===== src/rtl/riscv_pkg.sv =====
// Shared core definitions: datapath width, register addressing and
// writeback source select codes.
package riscv_pkg;

   localparam int XLEN       = 32;
   localparam int NREG       = 32;
   localparam int REG_ADDR_W = 5;

   localparam logic [1:0] WB_SEL_ALU = 2'b00;
   localparam logic [1:0] WB_SEL_MEM = 2'b01;
   localparam logic [1:0] WB_SEL_PC4 = 2'b10;
   localparam logic [1:0] WB_SEL_IMM = 2'b11;

endpackage


===== src/rtl/rb_wb_mux.sv =====
// Writeback source select for the RB stage, including the JAL/JALR
// link value (PC plus a fixed increment, wrapping mod 2^XLEN).
module rb_wb_mux
   import riscv_pkg::*;
#(
   parameter int W             = 32,
   parameter int RESET_PC_LINK = 4
) (
   input  logic [1:0]   sel,
   input  logic [W-1:0] alu_result,
   input  logic [W-1:0] mem_rdata,
   input  logic [W-1:0] pc,
   input  logic [W-1:0] imm,
   output logic [W-1:0] wb_data
);

   logic [W-1:0] link;

   assign link = pc + W'(RESET_PC_LINK);

   always_comb begin
      wb_data = alu_result;
      unique case (sel)
         WB_SEL_ALU: wb_data = alu_result;
         WB_SEL_MEM: wb_data = mem_rdata;
         WB_SEL_PC4: wb_data = link;
         WB_SEL_IMM: wb_data = imm;
         default:    wb_data = alu_result;
      endcase
   end

endmodule


===== src/rtl/rb_writeback_regfile.sv =====
// Pipeline tail: writeback select, 32x32 register file with
// write-first bypass to the decode read ports, and retire counter.
module rb_writeback_regfile
   import riscv_pkg::*;
#(
   parameter int XLEN          = riscv_pkg::XLEN,
   parameter int NREG          = riscv_pkg::NREG,
   parameter int RESET_PC_LINK = 4
) (
   input  logic                  clk,
   input  logic                  rst_n,
   input  logic                  valid_RB,
   input  logic [1:0]            PMAItoReg_RB,
   input  logic                  rd_wen_RB,
   input  logic [REG_ADDR_W-1:0] rd_waddr_RB,
   input  logic [XLEN-1:0]       imm_RB,
   input  logic [XLEN-1:0]       mem_rdata_RB,
   input  logic [XLEN-1:0]       alu_result_RB,
   input  logic [XLEN-1:0]       PC_RB,
   input  logic [REG_ADDR_W-1:0] rs1_raddr_D,
   input  logic [REG_ADDR_W-1:0] rs2_raddr_D,
   output logic [XLEN-1:0]       rs1_rdata_D,
   output logic [XLEN-1:0]       rs2_rdata_D,
   output logic [XLEN-1:0]       wb_data_RB,
   output logic                  wb_en_RB,
   output logic [63:0]           instret
);

   logic [XLEN-1:0] regs [NREG];
   logic            byp_en;

   rb_wb_mux #(
      .W             (XLEN),
      .RESET_PC_LINK (RESET_PC_LINK)
   ) u_wb_mux (
      .sel        (PMAItoReg_RB),
      .alu_result (alu_result_RB),
      .mem_rdata  (mem_rdata_RB),
      .pc         (PC_RB),
      .imm        (imm_RB),
      .wb_data    (wb_data_RB)
   );

   assign wb_en_RB = valid_RB & rd_wen_RB & (rd_waddr_RB != '0);

   // While held in reset the array is cleared, so the bypass must not
   // leak an in-flight write onto the read ports either.
   assign byp_en = wb_en_RB & rst_n;

   always_ff @(posedge clk or negedge rst_n) begin
      if (!rst_n) begin
         for (int i = 0; i < NREG; i++) begin
            regs[i] <= '0;
         end
      end else if (wb_en_RB) begin
         regs[rd_waddr_RB] <= wb_data_RB;
      end
   end

   always_ff @(posedge clk or negedge rst_n) begin
      if (!rst_n) begin
         instret <= '0;
      end else if (valid_RB) begin
         instret <= instret + 64'd1;
      end
   end

   assign rs1_rdata_D =
      (rs1_raddr_D == '0)                     ? '0 :
      (byp_en && rs1_raddr_D == rd_waddr_RB) ? wb_data_RB :
                                                regs[rs1_raddr_D];

   assign rs2_rdata_D =
      (rs2_raddr_D == '0)                     ? '0 :
      (byp_en && rs2_raddr_D == rd_waddr_RB) ? wb_data_RB :
                                                regs[rs2_raddr_D];

endmodule


===== config.mk =====
export PLATFORM = sky130hd
export DESIGN_NAME = rb_writeback_regfile
export DESIGN_NICKNAME = d
export VERILOG_FILES = /design/src/rtl/riscv_pkg.sv /design/src/rtl/rb_wb_mux.sv /design/src/rtl/rb_writeback_regfile.sv
export SDC_FILE = /design/constraint.sdc
export NUM_CORES = 2
export LEC_CHECK = 0
export CAP_MARGIN = 5
export CELL_PAD_IN_SITES_DETAIL_PLACEMENT = 0
export CELL_PAD_IN_SITES_GLOBAL_PLACEMENT = 1
export CORE_MARGIN = 10
export CORE_UTILIZATION = 25
export CTS_CLUSTER_SIZE = 16
export DETAILED_ROUTE_END_ITERATION = 8
export PLACE_DENSITY_LB_ADDON = 0.1
export SETUP_SLACK_MARGIN = 0.02
export SYNTH_ARGS = -nofsm -noshare
export SYNTH_HDL_FRONTEND = slang
export SYNTH_SLANG_ARGS = --single-unit

===== constraint.sdc =====
create_clock -name clk -period 3.3 [get_ports clk]
set_input_delay 0.495 -clock clk [delete_from_list [all_inputs] [get_ports clk]]
set_output_delay 0.495 -clock clk [all_outputs]
set_load 0.02 [all_outputs]

==> summary.md <==
| Metric | Value |
|---|---|
| Status | finished, violations left |
| Failing checks | setup timing |
| Sw Share | 30.7% |
| RePlAce Congestion | roughly 0.8 |
| Share of cells above drive strength 1 | 27.2% |
| Crit path time final | 3.38 ns |
| Syn Area/Cell | 10.4 um^2 |
| Leakage power | ~34 nW |
| Yosys warns | 0 |
| Clk root buf | clkbuf_16 |
| Post-Route WL | 281000 um |
| Top sig layer | met5 |
| Number of top-level pins | 310 |
| Nets | 6350 |
| Wirelength per Cell | about 30 um |
| Top achievable clock speed | 0.296 GHz |
| Total die area | 0.251 mm^2 |
| Worst hold-check path type | primary input to asynchronous set/reset pin |
| Met2 routed WL | roughly 140000 um |
| Final Hold Vio Count | 0 |
| WL met1 | 125000 um |
| Num rows | 176 |
| Die Width | ~500 um |
| Synth Instances | 5535 |
| Vias in the first global route | 48800 |
| Clock Power Share | around two fifths |
| Power Dens Cells | 532 mW/mm^2 |
| Via density | between 5 and 6 |
| Die Ht | 501 um |
| CTS tree | done |
| Largest net degree at the start of global routing | 148 |
| Hold slack | approximately 0.37 ns |
| Slew Limit Fails | 0 |
| R2r startpoint | instret[34] |
| Cell count after placement | 8980 |
| Setup Viol. Count Final | 2 |
| Worst Max-Slew Pin Slew | between 0.9 and 1 ns |
| Final worst slack | -0.0840 ns |
| Top_reg_cell synth | dfrtp_1 |
| RSZ-0062 raised after global routing | true |
| CTS Sinks | 1088 |
| Reg2reg end | instret[59] |
| Vias | between 40000 and 50000 |
| GRT Total Usage | ~22% |
| Internal | 28.5 mW |
| Clock buffer depth | 3 |
| Slew Limit Headroom | 33.3% |
| Max Cap Viol | 0 |
| Post-DRT Antenna Nets | 0 |
| Sequential power share | 40.4% |
| Final HPWL DP | around 190000 um |
| Routed wl met3 | 10200 um |
| Fillers | 23300 |
| Reg clk slew, reported paths | 0.06 ns |
| Distinct cells, synth | 58 |
| Post-synth ARST share | 100% |
| Remaining Overflow, GRT | 0 |
| DR iter-0 viols | 3015 |
| CP max FO | 3 |
| Switching pwr | 12.6 mW |
| Worst Path Required | around 2.8 ns |
| H-tree depth | 4 |
| Period utilisation layout | 103% |
| Core Area | roughly 0.23 mm^2 |
| Buffers on Ports | between 300 and 400 |
| Layout overhead on the synthesized area | 33.7% |
| Pre-CTS setup slack | -0.987 ns |
| Fin cells | between 9000 and 10000 |
| Layout Skew | 0.0129 ns |
| TritonRoute pass-1 iters | 5 |
| Startpoint Class | register |
| Arrival @ worst endpoint | 2.89 ns |
| Worst R2R Setup Slack | roughly 0.64 ns |
| Comb pwr share | between 20% and 30% |
| First-pass GRT wire length | about 400000 um |
| Synthesized flop and latch total | 1088 |
| Utilization after layout | 33.6% |
| Final Power | 41.1 mW |
| WS Path Type | register to output pin |
| Number of synthesized flops with an enable pin | 0 |
| Initial core utilization | 25.1% |
| Syn_nets | about 5700 |
| DRC | 0 |
| Initial antenna violation count | 12 |
| R2R depth | 6 |
| Syn Std Cell Area | roughly 0.058 mm^2 |
| Worst IR Drop VDD | 0.420 mV |
| CP endpoint kind | output pin |
| Cts bufs inserted | 141 |
| Post-synthesis sequential area ratio | 47.1% |
| Skew-Pair Late Insertion Delay | 0.80 ns |
==> area by class of cell <==
| cell class | instances | area (um^2) | area share (%) |
|---|---|---|---|
| Inverter | 45 | 169 | 0.218 |
| Clock buffer | 218 | 4240 | 5.49 |
| Timing Repair Buffer | 1086 | 11400 | 14.8 |
| Tap cell | 3026 | 3790 | 4.90 |
| Multi-Input combinational cell | 3837 | 30000 | 38.9 |
| Sequential cell | 1088 | 27200 | 35.2 |
| Antenna cell | 6 | 15.0 | 0.0194 |
| Clock inverter | 35 | 412 | 0.532 |
==> through the flow <==
stage	setup TNS (ns)	cell area, um^2
after floorplan	0	58100
after global placement	-116.01	70200
after detailed placement	-99.54	70200
after CTS	-0.484	76600
after global routing	-0.741	77300
final	-0.0966	77300
==> routing by layer <==
layer  vias up  GRT usage, %
met5         -             0
met4         4          5.53
met3       286          3.02
met2       876          37.8
met1     24300          29.3
li1      21400             -
==> registers in the layout, indices dropped and copies added (netlist names) <==
name     cells
instret     64
regs      1024
==> cells in the final DEF, fill, tap and decap left out, types with 18 or more instances in the layout <==
cell / Yosys / final
nand2_4: 0 / 31
buf_6: 12 / 43
dfrtp_1: 1088 / 1088
nand4_1: 25 / 25
a211oi_2: 0 / 44
mux4_2: 323 / 323
nor3_1: 53 / 31
a22o_1: 20 / 20
nor2_1: 73 / 61
o21ai_0: 879 / 873
a221oi_1: 55 / 26
mux2i_1: 541 / 525
xnor2_1: 64 / 59
buf_4: 41 / 602
clkbuf_16: 0 / 145
clkdlybuf4s50_1: 0 / 183
o21ai_1: 122 / 119
nand3_1: 83 / 78
clkbuf_1: 412 / 38
a22oi_1: 147 / 147
buf_12: 0 / 172
nor3_2: 1 / 20
buf_2: 73 / 18
and3_1: 34 / 31
o22ai_1: 50 / 43
xor2_1: 34 / 28
nand2_1: 1087 / 1049
inv_1: 44 / 42
clkbuf_8: 0 / 38
==> Yosys cell counts (4+ instances only) <==
library cell,n,area [um^2]
a211o_1,9,78.8
a22oi_1,147,1100
a211oi_1,59,443
o211ai_1,12,90.1
nand4_1,25,156
o22ai_1,50,313
nand2_1,1087,4080
o21ai_2,16,140
a21o_1,4,30.0
o21ai_1,122,611
o221ai_1,7,61.3
dfrtp_1,1088,27200
xnor2_1,64,561
mux2_2,14,158
buf_4,41,308
buf_6,12,135
nor2_1,73,274
and2_1,9,56.3
mux4_2,323,7270
nor3_1,53,265
mux2i_1,541,5420
and3_1,34,213
a22o_1,20,175
nand3_1,83,415
and4_1,9,78.8
a31oi_1,7,43.8
nor2b_1,21,131
inv_1,44,165
nor4_2,7,87.6
buf_2,73,365
o21ai_0,879,4400
buf_1,25,93.8
a221oi_1,55,482
nor4_1,21,131
xor2_1,34,298
a21oi_1,11,55.1
clkbuf_1,412,1550
nand2b_1,11,68.8
==> worst max-delay path: stages, from the launching register on <==
cell and delay [ns]:
dfrtp_1 0.41, mux4_2 0.50, mux4_2 0.53, nand2b_1 0.11, nand3_2 0.10, buf_6 0.16
nor2_4 0.08, a211oi_2 0.05, buf_4 0.17
==> power groups by stage <==
| stage | clock (mW) | sequential [mW] | combinational, mW |
|---|---|---|---|
| 2_1_floorplan | 0 | 16.3 | 4.62 |
| 3_3_place_gp | 0 | 16.7 | 8.34 |
| 3_5_place_dp | 0 | 16.8 | 8.41 |
| 4_1_cts | 16.3 | 16.6 | 8.75 |
| 5_1_grt | 16.8 | 16.8 | 9.53 |
| 6_report | 15.8 | 16.6 | 8.72 |
==> worst max-delay path by stage <==
stage / startpoint / endpoint / depth (start not counted)
finish: regs[840] / rs1_rdata_D[8] / 8
global route: regs[776] / rs1_rdata_D[8] / 8
CTS: regs[776] / rs1_rdata_D[8] / 8
detailed placement: PC_RB[2] / rs2_rdata_D[28] / 13
global placement: PC_RB[2] / rs2_rdata_D[28] / 13
floorplan: rd_waddr_RB[0] / rs1_rdata_D[25] / 8
==> cell families after synthesis <==
| group | Yosys count | synth area share (%) |
|---|---|---|
| multiplexers | 878 | 22.2 |
| AO/OA/AOI/OAI | 1408 | 14.1 |
| adder cells (fa/ha/maj) | 2 | 0.0433 |
| XOR/XNOR | 98 | 1.48 |
| flip-flops | 1088 | 47.1 |
| AND/OR/NAND/NOR | 1451 | 10.6 |
| buffers and inverters | 610 | 4.54 |
==> repair_timing <==
item | in CTS | in global routing
endpoints found under the hold margin | 14 | 0
setup endpoints to repair | 90 | 64
hold buffers | 1 | 0
pin swaps | 75 | 52
gates cloned | 9 | 1
resized for setup | 357 | 103
buffers inserted | 67 | 33
Power figures use the tool's default switching activity.
